[config.mk]
export PLATFORM = sky130hd
export DESIGN_NAME = led_scan_ctrl
export DESIGN_NICKNAME = d
export VERILOG_FILES = /design/src/rtl/led_pkg.sv /design/src/rtl/led_scan_counters.sv /design/src/rtl/led_scan_ctrl.sv
export SDC_FILE = /design/constraint.sdc
export NUM_CORES = 1
export LEC_CHECK = 0
export CORE_UTILIZATION = 35
export CTS_BUF_LIST = sky130_fd_sc_hd__clkbuf_2 sky130_fd_sc_hd__clkbuf_4 sky130_fd_sc_hd__clkbuf_8
export DETAILED_ROUTE_END_ITERATION = 8
export SLEW_MARGIN = 20
export SYNTH_ARGS = -nofsm -noshare
export SYNTH_HDL_FRONTEND = slang
export SYNTH_SLANG_ARGS = --single-unit
[constraint.sdc]
create_clock -name in_clk -period 3.8 [get_ports in_clk]
set_input_delay 0.76 -clock in_clk [delete_from_list [all_inputs] [get_ports in_clk]]
set_output_delay 0.76 -clock in_clk [all_outputs]
set_load 0.05 [all_outputs]
[src/rtl/led_pkg.sv]
// led_pkg: shared constants and state encoding for the LED panel scan path
// Ports: none (package). DEF_PWM_BITS is also used by the receive stage and colour comparator.
package led_pkg;
    localparam int DEF_COLS     = 64;
    localparam int DEF_ROW_BITS = 4;
    localparam int DEF_PWM_BITS = 6;
    localparam int DEF_PWM_MAX  = 62;
    typedef enum logic [1:0] {
        IDLE  = 2'd0,
        SHIFT = 2'd1,
        BLANK = 2'd2,
        LATCH = 2'd3
    } scan_state_t;
endpackage

[src/rtl/led_scan_counters.sv]
// led_scan_counters: column, row and PWM counters with wrap flags for the panel scan
// Ports: in_clk/in_rst clock and async reset; col_clr/col_inc column control;
//        row_inc advances row (and PWM on row wrap); col_last/row_last/pwm_last wrap flags;
//        row_addr/pwm_value counter outputs.
module led_scan_counters
    import led_pkg::*;
#(
    parameter int COLS     = DEF_COLS,
    parameter int ROW_BITS = DEF_ROW_BITS,
    parameter int PWM_BITS = DEF_PWM_BITS,
    parameter int PWM_MAX  = DEF_PWM_MAX
) (
    input  logic                in_clk,
    input  logic                in_rst,
    input  logic                col_clr,
    input  logic                col_inc,
    input  logic                row_inc,
    output logic                col_last,
    output logic                row_last,
    output logic                pwm_last,
    output logic [ROW_BITS-1:0] row_addr,
    output logic [PWM_BITS-1:0] pwm_value
);
    localparam int COL_BITS = $clog2(COLS);
    logic [COL_BITS-1:0] col_cnt;
    assign col_last = col_cnt == COL_BITS'(COLS - 1);
    assign row_last = &row_addr;
    assign pwm_last = pwm_value == PWM_BITS'(PWM_MAX);
    always_ff @(posedge in_clk or posedge in_rst) begin
        if (in_rst) begin
            col_cnt   <= '0;
            row_addr  <= '0;
            pwm_value <= '0;
        end else begin
            if (col_clr)
                col_cnt <= '0;
            else if (col_inc)
                col_cnt <= col_cnt + 1'b1;
            if (row_inc) begin
                row_addr <= row_addr + 1'b1;
                if (row_last)
                    pwm_value <= pwm_last ? '0 : pwm_value + 1'b1;
            end
        end
    end
endmodule

[src/rtl/led_scan_ctrl.sv]
// led_scan_ctrl: LED panel scan FSM driving latch, output enable, row address and PWM threshold
// Ports: in_clk/in_rst clock and async active-high reset; enable run/halt; pix_strobe per-pixel shift pulse;
//        pwm_value compare threshold; row_addr panel row; led_lat latch pulse; led_oe_n output enable (low);
//        fifo_rrst frame FIFO read reset pulse; frame_done end-of-last-PWM-pass pulse.
module led_scan_ctrl
    import led_pkg::*;
#(
    parameter int COLS     = DEF_COLS,
    parameter int ROW_BITS = DEF_ROW_BITS,
    parameter int PWM_BITS = DEF_PWM_BITS,
    parameter int PWM_MAX  = DEF_PWM_MAX
) (
    input  logic                in_clk,
    input  logic                in_rst,
    input  logic                enable,
    input  logic                pix_strobe,
    output logic [PWM_BITS-1:0] pwm_value,
    output logic [ROW_BITS-1:0] row_addr,
    output logic                led_lat,
    output logic                led_oe_n,
    output logic                fifo_rrst,
    output logic                frame_done
);
    scan_state_t state, state_nx;
    logic halt, col_clr, col_inc, row_inc, col_last, row_last, pwm_last;
    led_scan_counters #(
        .COLS(COLS), .ROW_BITS(ROW_BITS), .PWM_BITS(PWM_BITS), .PWM_MAX(PWM_MAX)
    ) u_cnt (
        .in_clk(in_clk), .in_rst(in_rst), .col_clr(col_clr), .col_inc(col_inc), .row_inc(row_inc),
        .col_last(col_last), .row_last(row_last), .pwm_last(pwm_last),
        .row_addr(row_addr), .pwm_value(pwm_value)
    );
    // Strobes during BLANK/LATCH belong to the next row, so they are counted rather than dropped.
    always_comb begin
        state_nx = state;
        col_clr  = 1'b0;
        col_inc  = 1'b0;
        row_inc  = 1'b0;
        case (state)
            IDLE: begin
                state_nx = enable ? SHIFT : IDLE;
                col_clr  = enable;
            end
            SHIFT: begin
                state_nx = (pix_strobe && col_last) ? BLANK : SHIFT;
                col_clr  = pix_strobe && col_last;
                col_inc  = pix_strobe && !col_last;
            end
            BLANK: begin
                state_nx = LATCH;
                col_inc  = pix_strobe;
            end
            LATCH: begin
                state_nx = (enable && !halt) ? SHIFT : IDLE;
                col_inc  = pix_strobe;
                row_inc  = 1'b1;
            end
            default: state_nx = IDLE;
        endcase
    end
    // Outputs are registered from the next state so they line up with the state they describe.
    // A halt seen anywhere in a row is remembered so the row still ends in IDLE.
    always_ff @(posedge in_clk or posedge in_rst) begin
        if (in_rst) begin
            state      <= IDLE;
            halt       <= 1'b0;
            led_lat    <= 1'b0;
            led_oe_n   <= 1'b1;
            fifo_rrst  <= 1'b0;
            frame_done <= 1'b0;
        end else begin
            state      <= state_nx;
            halt       <= (state != IDLE) && (halt || !enable);
            led_lat    <= state_nx == LATCH;
            led_oe_n   <= state_nx != SHIFT;
            fifo_rrst  <= (state_nx == LATCH) && row_last;
            frame_done <= (state_nx == LATCH) && row_last && pwm_last;
        end
    end
endmodule

* Word level (Yosys, flattened, before mapping) *
Index checks and enable logic that the tools add are counted.

storage, ports and cells
  bits of input ports = 4
  flip-flop bits (word level) = 23

operators by class
  reductions and logical operators = 16
  equality and inequality tests = 7
  mux-type cells = 10
  add/sub/neg operators = 3

operators with widths
  operator                                                               number
  6-bit 2-to-1 mux                                                       3
  6-bit by 1-bit adder with 6-bit output, second input constant          2
  6-bit equality test, second input constant                             2
  2-bit one-hot mux with 4 select lines                                  1
  2-bit equality test, second input constant                             3
  1-bit logical AND                                                      6
  5-bit AND reduction                                                    1
  4-bit by 1-bit adder with 4-bit output, second input constant          1
  1-bit one-hot mux with 2 select lines                                  2
  4-bit AND reduction                                                    1
  2-bit nonzero test                                                     2
  1-bit logical NOT                                                      3
  1-bit 2-to-1 mux                                                       3
  2-bit by 1-bit equality test with 1-bit output, second input constant  1
  2-bit logical NOT                                                      1
  2-bit 2-to-1 mux                                                       1
  2-bit by 1-bit != test with 1-bit output, second input constant        1
  2-bit OR reduction                                                     1
  1-bit logical OR                                                       1

* Longest topological paths before layout *
Gate-level depths: netlist of run 1.

  word-level depth = 7
  depth in mapped cells = 6
  depth with buffers taken out = 6

* Modules after synthesis *
A second synthesis of run 1 with hierarchy kept.

unflattened totals
  cell total of the unflattened synthesis = 108
  area, all modules = 1113.6 um^2

modules (own cells, without submodules)
  module             area each (um^2)  times used  cells an instance
  led_scan_counters  797.0             1           78
  led_scan_ctrl      316.6             1           30

* Worst setup path before layout of run 1 *
No wires, ideal clock.

  kind = reg-to-reg
  from = reg u_cnt.pwm_value[0]
  to = reg u_cnt.pwm_value[0]
  arrival time = 1.521 ns
  path buffers = 0
  stages on the path, launching flop included = 7
  setup slack = 2.214 ns
  period minus slack after synthesis = 1.586 ns
  data required time = 3.735 ns
  library setup time = 0.065 ns
  cell sequence = dfrtp_1 > inv_1 > ha_1 > and2_1 > and2_1 > nor3_1 > a21o_1

between the ends
  cells in the longest elaborated chain, start to end = 2
  elaborated cells between the ends (all ways) = 3
  classes of those cells = add/sub (1); eq/ne (1); mux (1)

RTL lines
  element                                                                        line                                              RTL
  start, declared                                                                led_scan_counters.sv:22                           output logic [PWM_BITS-1:0] pwm_value
  start signal, assigned                                                         led_scan_counters.sv:42                           pwm_value <= pwm_last ? '0 : pwm_value + 1'b1;
  6-bit by 1-bit adder with 6-bit output or 6-bit equality test (tied branches)  led_scan_counters.sv:42, led_scan_counters.sv:28
  6-bit 2-to-1 mux *                                                             led_scan_counters.sv:42

Mark *: on every way between the ends. The rest lies on a longest branch, timed or not.
A chain may end at the register's enable or synchronous reset.

* Final worst setup path of run 1 *
  from = reg led_oe_n
  to = out led_oe_n

RTL lines
  element                 line                 RTL
  start, declared         led_scan_ctrl.sv:20  output logic led_oe_n,
  start signal, assigned  led_scan_ctrl.sv:68  led_oe_n <= 1'b1;
  start signal, assigned  led_scan_ctrl.sv:75  led_oe_n <= state_nx != SHIFT;

No word-level cell between the ends.

==> key figures, run 1 <==
Status
  – Status: finished clean

STA
  – Worst relative slew slack: 39.88%
  – Tcrit/Tclk final: 62.94%
  – Setup violations, final: 0
  – Hold Vio Cnt, Final: 0
  – Fmax achieved: 418.1 MHz
  – Setup WS post-layout: 1408 ps
  – Fin. max-slew vios: 0
  – Fin crit period: 2392 ps
  – RSZ-0062 raised after global routing: no
  – Worst Max-Slew Pin Slew: 900.8 ps
  – Setup Skew: 7.856 ps
  – Post-Route Setup TNS: 0 ps

Placed design
  – Place WS: 1690 ps
  – Port bufs: 17
  – Placed Instances: 168
  – Placed Instance Area: 1386 sq um
  – RePlAce Congestion: 0.8045
  – DP HPWL: 1596 um

Floorplanning
  – Die X: 60.40 um
  – FP Rows: 20
  – Initial core utilization: 37.86%
  – Total die area: 3648 sq um
  – CORE AREA: 3153 sq um
  – Die height: 60.40 um
  – Top Ports: 18

Setup path
  – Crit. End Element: output port
  – WP data arrival: 1630 ps
  – Top Family by Delay on Critical Path: buffers and inverters
  – Reg2Reg Launch Point: state[1]$_DFF_PP0_
  – Max incr delay on CP: 790 ps
  – Worst EP required: 3040 ps
  – Startpoint types: flop
  – CP Launch Point: led_oe_n$_DFF_PP1_
  – Bufs and invs on worst path: 1
  – Cell chain of the critical path: clkdlybuf4s50_1
  – Worst R2R Path Depth: 4
  – Crit Path Max Fanout: 1
  – Crit Path Category: reg2out
  – Slowest-stage cell, CP: clkdlybuf4s50_1
  – Worst path depth: 1

Global routing
  – Number of global-route vias before repair: 864
  – Pin count of the biggest net entering global routing: 24
  – Antenna violations before repair: 0
  – GRT Residual Overflow: 0
  – Global-route wire length before repair: 3739 um
  – GR Util All Layers: 13.76%

Layout
  – Post-route cell area: 1414 sq um
  – Proportion of layout cells with a drive suffix above 1: 10.16%
  – Antenna diode count: 0
  – Layout area overhead: 18.45%
  – Net count, final: 137
  – Final non-filler cell total: 172
  – Fin util: 44.84%

Route
  – Initial DRC Count: 27
  – DR vias/cell: 5.262
  – Via count: 905
  – Final WL: 2143 um
  – Routed length per placed instance: 12.46 um
  – Drt pass-1 iters: 4
  – Final ANT Viol Nets: 0
  – Post-detailed-route DRC marker count: 0

Logic synthesis
  – Yosys reg bits: 23
  – Synth Warn #: 0
  – Mean Syn Cell Area: 10.75 sq um
  – Netlist cell types: 41
  – Sequential share of the synthesized area: 48.32%
  – Mapped Cells: 111
  – Synth Cell Area: 1194 sq um
  – Syn_nets: 119

Power
  – Worst ir drop on vdd: 0.2872 mV
  – Leak pwr: 0.5925 nW
  – Power density over the cells: 370.3 nW/um^2

Clocking
  – Clk slew on worst S/H paths: 120 ps
  – Clk sink count: 23
  – Post-CTS Setup Bufs: 0
  – Cts repair resizes: 0
  – Clk_lat worst skew: 310 ps
  – CTS tree: built
  – Cts bufs inserted: 3
  – H-tree Lvls: 1
  – Hold buffers post-CTS: 0
  – Root buffer cell: clkbuf_4
  – Clock buffer depth: 2

Worst hold path
  – Hold Crit Start: halt$_DFF_PP0_
  – Hold Path Depth: 2
  – HP Class: reg2reg

Run
  – # Max-Cap Violations: 0
[routing by layer]
metal  part of all wire [%]  track usage (%)  up-vias
met5                      0                0        -
met4                   0.98            6.312        0
met3                    4.4            2.772        4
met2                     46            21.82       30
met1                     48            18.11      434
li1                       -                -      437
[cell families (layout without fill, tap and decap cells)]
group,count (synthesis),after routing,share of synthesized area (%)
xor+xnor,4,4,2.936
fa+ha+maj,4,4,4.193
simple gates,37,37,17.51
flops,23,23,48.32
mux,3,3,2.621
buf+inv,10,27,4.612
compound gates,30,30,19.81
[report_power, final]
part           internal (mW)  switching [mW]
Clock                 0.0392          0.0733
Sequential             0.276          0.0404
Combinational         0.0428          0.0515
[cells in the mapped netlist]
library cell	count	area [sq um]
a21oi_1	2	10.01
and4_1	1	8.760
nand2_1	6	22.52
xor2_1	2	17.52
a31oi_1	1	6.260
nor2b_1	1	6.260
a21boi_1	1	7.510
nand2b_1	4	25.02
o31ai_1	1	7.510
nand3b_1	1	7.510
and2_1	6	37.54
and3_1	1	6.260
o21ai_1	4	20.02
nor2_1	6	22.52
dfstp_2	1	26.28
a21o_1	1	7.510
o2111ai_1	1	8.760
o21ai_2	2	17.52
nand4_4	1	21.27
dfrtp_1	22	550.5
o221ai_2	1	15.01
o2111a_1	1	11.26
nor3_1	2	10.01
o32a_1	1	10.01
buf_2	2	10.01
nand4_1	1	6.260
xnor2_1	2	17.52
ha_1	4	50.05
inv_1	6	22.52
a21boi_0	2	15.01
mux2i_1	2	20.02
buf_6	2	22.52
o211a_1	1	10.01
a211oi_1	1	7.510
mux2_2	1	11.26
a2bb2oi_1	1	8.760
nand3_1	7	35.03
o211ai_1	2	15.01
o21ai_0	3	15.01
o31ai_2	3	37.54
o22ai_1	1	6.260
[cell type report]
cell class | count | area, sq um
clock inverter | 1 | 5.005
sequential | 23 | 576.8
multi-input combinational | 78 | 561.8
fill | 325 | 1739
timing repair buffer | 17 | 170.2
tap | 44 | 55.05
inverter | 6 | 22.52
clock buffer | 3 | 22.52
[cell usage in the layout (no fill, tap or decap), types with 3 or more instances in the layout]
| master | n |
|---|---|
| nand2_1 | 6 |
| nand3_1 | 7 |
| clkdlybuf4s50_1 | 17 |
| o21ai_0 | 3 |
| ha_1 | 4 |
| inv_1 | 6 |
| clkbuf_4 | 3 |
| nand2b_1 | 4 |
| o31ai_2 | 3 |
| dfrtp_1 | 22 |
| and2_1 | 6 |
| o21ai_1 | 4 |
| nor2_1 | 6 |
[flip-flops by register name, summed over array words and instances (netlist names)]
| signal | flops |
|---|---|
| state | 2 |
| frame_done | 1 |
| fifo_rrst | 1 |
| u_cnt.pwm_value | 6 |
| led_lat | 1 |
| led_oe_n | 1 |
| halt | 1 |
| u_cnt.row_addr | 4 |
| u_cnt.col_cnt | 6 |
[through the flow]
stage,hold WS [ps],total power [mW]
after global routing,553.7,0.5659
after global placement,485.4,0.4086
after detailed placement,503.4,0.4163
after CTS,533.3,0.5319
final,522.0,0.5236
after floorplan,458.6,0.3906
[final timing paths]
path	end	slack, ps
setup / recovery	led_oe_n	1410
hold / removal	halt$_DFF_PP0_	520
setup reg to reg	u_cnt.pwm_value[3]$_DFFE_PP0P_	2210
hold reg to reg	halt$_DFF_PP0_	520
max in group asynchronous	u_cnt.pwm_value[4]$_DFFE_PP0P_	2320
min in group asynchronous	u_cnt.pwm_value[1]$_DFFE_PP0P_	930
(Power assumes the default switching activity.)
==> run 2: changes to the inputs <==
==> constraint.sdc (replaced) <==
create_clock -name in_clk -period 2.1 [get_ports in_clk]
set_input_delay 0.42 -clock in_clk [delete_from_list [all_inputs] [get_ports in_clk]]
set_output_delay 0.42 -clock in_clk [all_outputs]
set_load 0.05 [all_outputs]
==> key figures, run 2 (synthesized netlist as in run 1, its figures left out) <==
Status
  – Status: finished clean

Layout
  – Fill cells: 324
  – Flip-flop and latch area: 576.8 sq um
  – Biggest regs: u_cnt.col_cnt: 6 flops, u_cnt.pwm_value: 6 flops, u_cnt.row_addr: 4 flops
  – Antenna diode count: 0
  – Commonest non-fill, non-tap cells in the layout: dfrtp_1 (22), clkdlybuf4s50_1 (14), nand3_1 (7)
  – Layout area overhead: 19.29%
  – Proportion of layout cells with a drive suffix above 1: 11.63%
  – Footprint of the multi-input gates: 561.8 sq um
  – Net count, final: 138
  – Commonest non-fill, non-tap cell in the layout: dfrtp_1

Setup path
  – Worst reg-to-reg setup slack: 510 ps
  – Cell chain of the critical path: clkdlybuf4s50_1
  – Startpoint types: flop
  – Top Family by Delay on Critical Path: buffers and inverters
  – Crit Path Max Fanout: 7
  – Worst EP required: 1680 ps
  – R2r endpoint: u_cnt.pwm_value[0]$_DFFE_PP0P_
  – Bufs and invs on worst path: 1
  – Reg2Reg Launch Point: state[1]$_DFF_PP0_
  – WP data arrival: 1610 ps
  – Slowest-stage cell, CP: clkdlybuf4s50_1
  – Crit Path Category: reg2out
  – Crit. End Element: output port
  – Worst R2R Path Depth: 4
  – Max incr delay on CP: 840 ps

STA
  – Tcrit/Tclk final: 96.47%
  – Fin. max-slew vios: 0
  – Setup WS post-layout: 74.22 ps
  – Setup Skew: 4.559 ps
  – Fmax achieved: 493.6 MHz
  – Hold Vio Cnt, Final: 0
  – Post-Route Setup TNS: 0 ps
  – Worst Max-Slew Pin Slew: 501.9 ps
  – Fin crit period: 2026 ps
  – Worst relative slew slack: 66.49%
  – RSZ-0062 raised after global routing: no
  – Setup violations, final: 0

Global routing
  – Pin count of the biggest net entering global routing: 24
  – Number of global-route vias before repair: 863
  – Antenna violations before repair: 0
  – GRT Residual Overflow: 0
  – GR Util All Layers: 14.16%
  – Global-route wire length before repair: 3857 um

Route
  – Initial DRC Count: 42
  – Final WL: 2158 um
  – Final ANT Viol Nets: 0
  – DR vias/cell: 5.110
  – Via count: 884
  – Routed length per placed instance: 12.47 um
  – Drt pass-1 iters: 3
  – Post-detailed-route DRC marker count: 0

Clocking
  – Post-CTS Setup Bufs: 0
  – Cts repair resizes: 0
  – Cts bufs inserted: 3
  – Hold buffers post-CTS: 0
  – CTS tree: built
  – Clk_lat worst skew: 300 ps
  – Clock buffer depth: 2
  – H-tree Lvls: 1
  – Root buffer cell: clkbuf_4
  – Clk sink count: 23
  – Clk slew on worst S/H paths: 130 ps

Run
  – # Max-Cap Violations: 0

Floorplanning
  – Die X: 60.40 um
  – FP Rows: 20
  – Total die area: 3648 sq um
  – Top Ports: 18
  – CORE AREA: 3153 sq um
  – Die height: 60.40 um
  – Initial core utilization: 37.86%

Power
  – Power density over the cells: 664.9 nW/um^2
  – Worst ir drop on vdd: 0.3970 mV
  – Tot Pwr: 0.9468 mW
  – Leak pwr: 0.6174 nW

Placed design
  – DP HPWL: 1621 um
  – Place WS: 361.8 ps
  – Port bufs: 17
  – RePlAce Congestion: 0.7819

Worst hold path
  – HP Class: in2async
run 2: layout make-up:
class | instances | share of cell area, %
Tap cell | 44 | 3.866
Clock buffer | 3 | 1.582
Timing Repair Buffer | 18 | 12.65
Multi-Input combinational cell | 78 | 39.46
Clock inverter | 1 | 0.3515
Sequential cell | 23 | 40.51
Inverter | 6 | 1.582
run 2: how the worst max path moves through the flow:
stage	startpoint	endpoint	slack (ps)	cells after the start
floorplan	u_cnt.pwm_value[0]$_DFFE_PP0P_	u_cnt.pwm_value[0]$_DFFE_PP0P_	510	6
global route	u_cnt.pwm_value[0]$_DFFE_PP0P_	pwm_value[0]	10	1
detailed placement	pix_strobe	u_cnt.col_cnt[3]$_DFFE_PP0P_	360	5
global placement	pix_strobe	u_cnt.col_cnt[3]$_DFFE_PP0P_	410	5
finish	u_cnt.pwm_value[0]$_DFFE_PP0P_	pwm_value[0]	70	1
CTS	u_cnt.row_addr[0]$_DFFE_PP0N_	row_addr[0]	30	1
run 2: report_power, final:
part           total (mW)  internal (mW)  leakage (nW)  switching (mW)
clock network       0.201         0.0709        0.0177           0.130
logic               0.170         0.0788         0.302          0.0911
registers           0.576          0.500         0.297          0.0757
run 2: stage by stage:
stage | hold WS [ps] | cell area, sq um | utilization [%] | std cells
finish | 443.5 | 1424 | 45.16 | 173
global route | 500.9 | 1424 | 45.16 | 173
CTS | 448.4 | 1419 | 45.00 | 173
detailed placement | 508.9 | 1391 | 44.13 | 169
global placement | 485.1 | 1391 | 44.13 | 169
floorplan | 421.2 | 1194 | - | 111
run 2: worst min-delay path, stage by stage:
cell and delay (ps):
clkdlybuf4s50_1 400, inv_1 50, buf_4 280
run 2: per-layer routing:
metal  share of wire [%]  track usage (%)  up-vias
li1                    -                -      439
met1                  49            19.03      429
met2                  47            23.23       14
met3                 3.8            2.132        2
met4                0.42            4.983        0
met5                   0                0        -
==> run 3: changes to the inputs <==
--- a/config.mk
+++ b/config.mk
@@ -8,6 +8,7 @@
 export CORE_UTILIZATION = 35
 export CTS_BUF_LIST = sky130_fd_sc_hd__clkbuf_2 sky130_fd_sc_hd__clkbuf_4 sky130_fd_sc_hd__clkbuf_8
 export DETAILED_ROUTE_END_ITERATION = 8
+export GPL_ROUTABILITY_DRIVEN = 1
 export SLEW_MARGIN = 20
 export SYNTH_ARGS = -nofsm -noshare
 export SYNTH_HDL_FRONTEND = slang
==> results of run 3 <==
The final DEF is identical to that of run 2; final timing and power are the same.
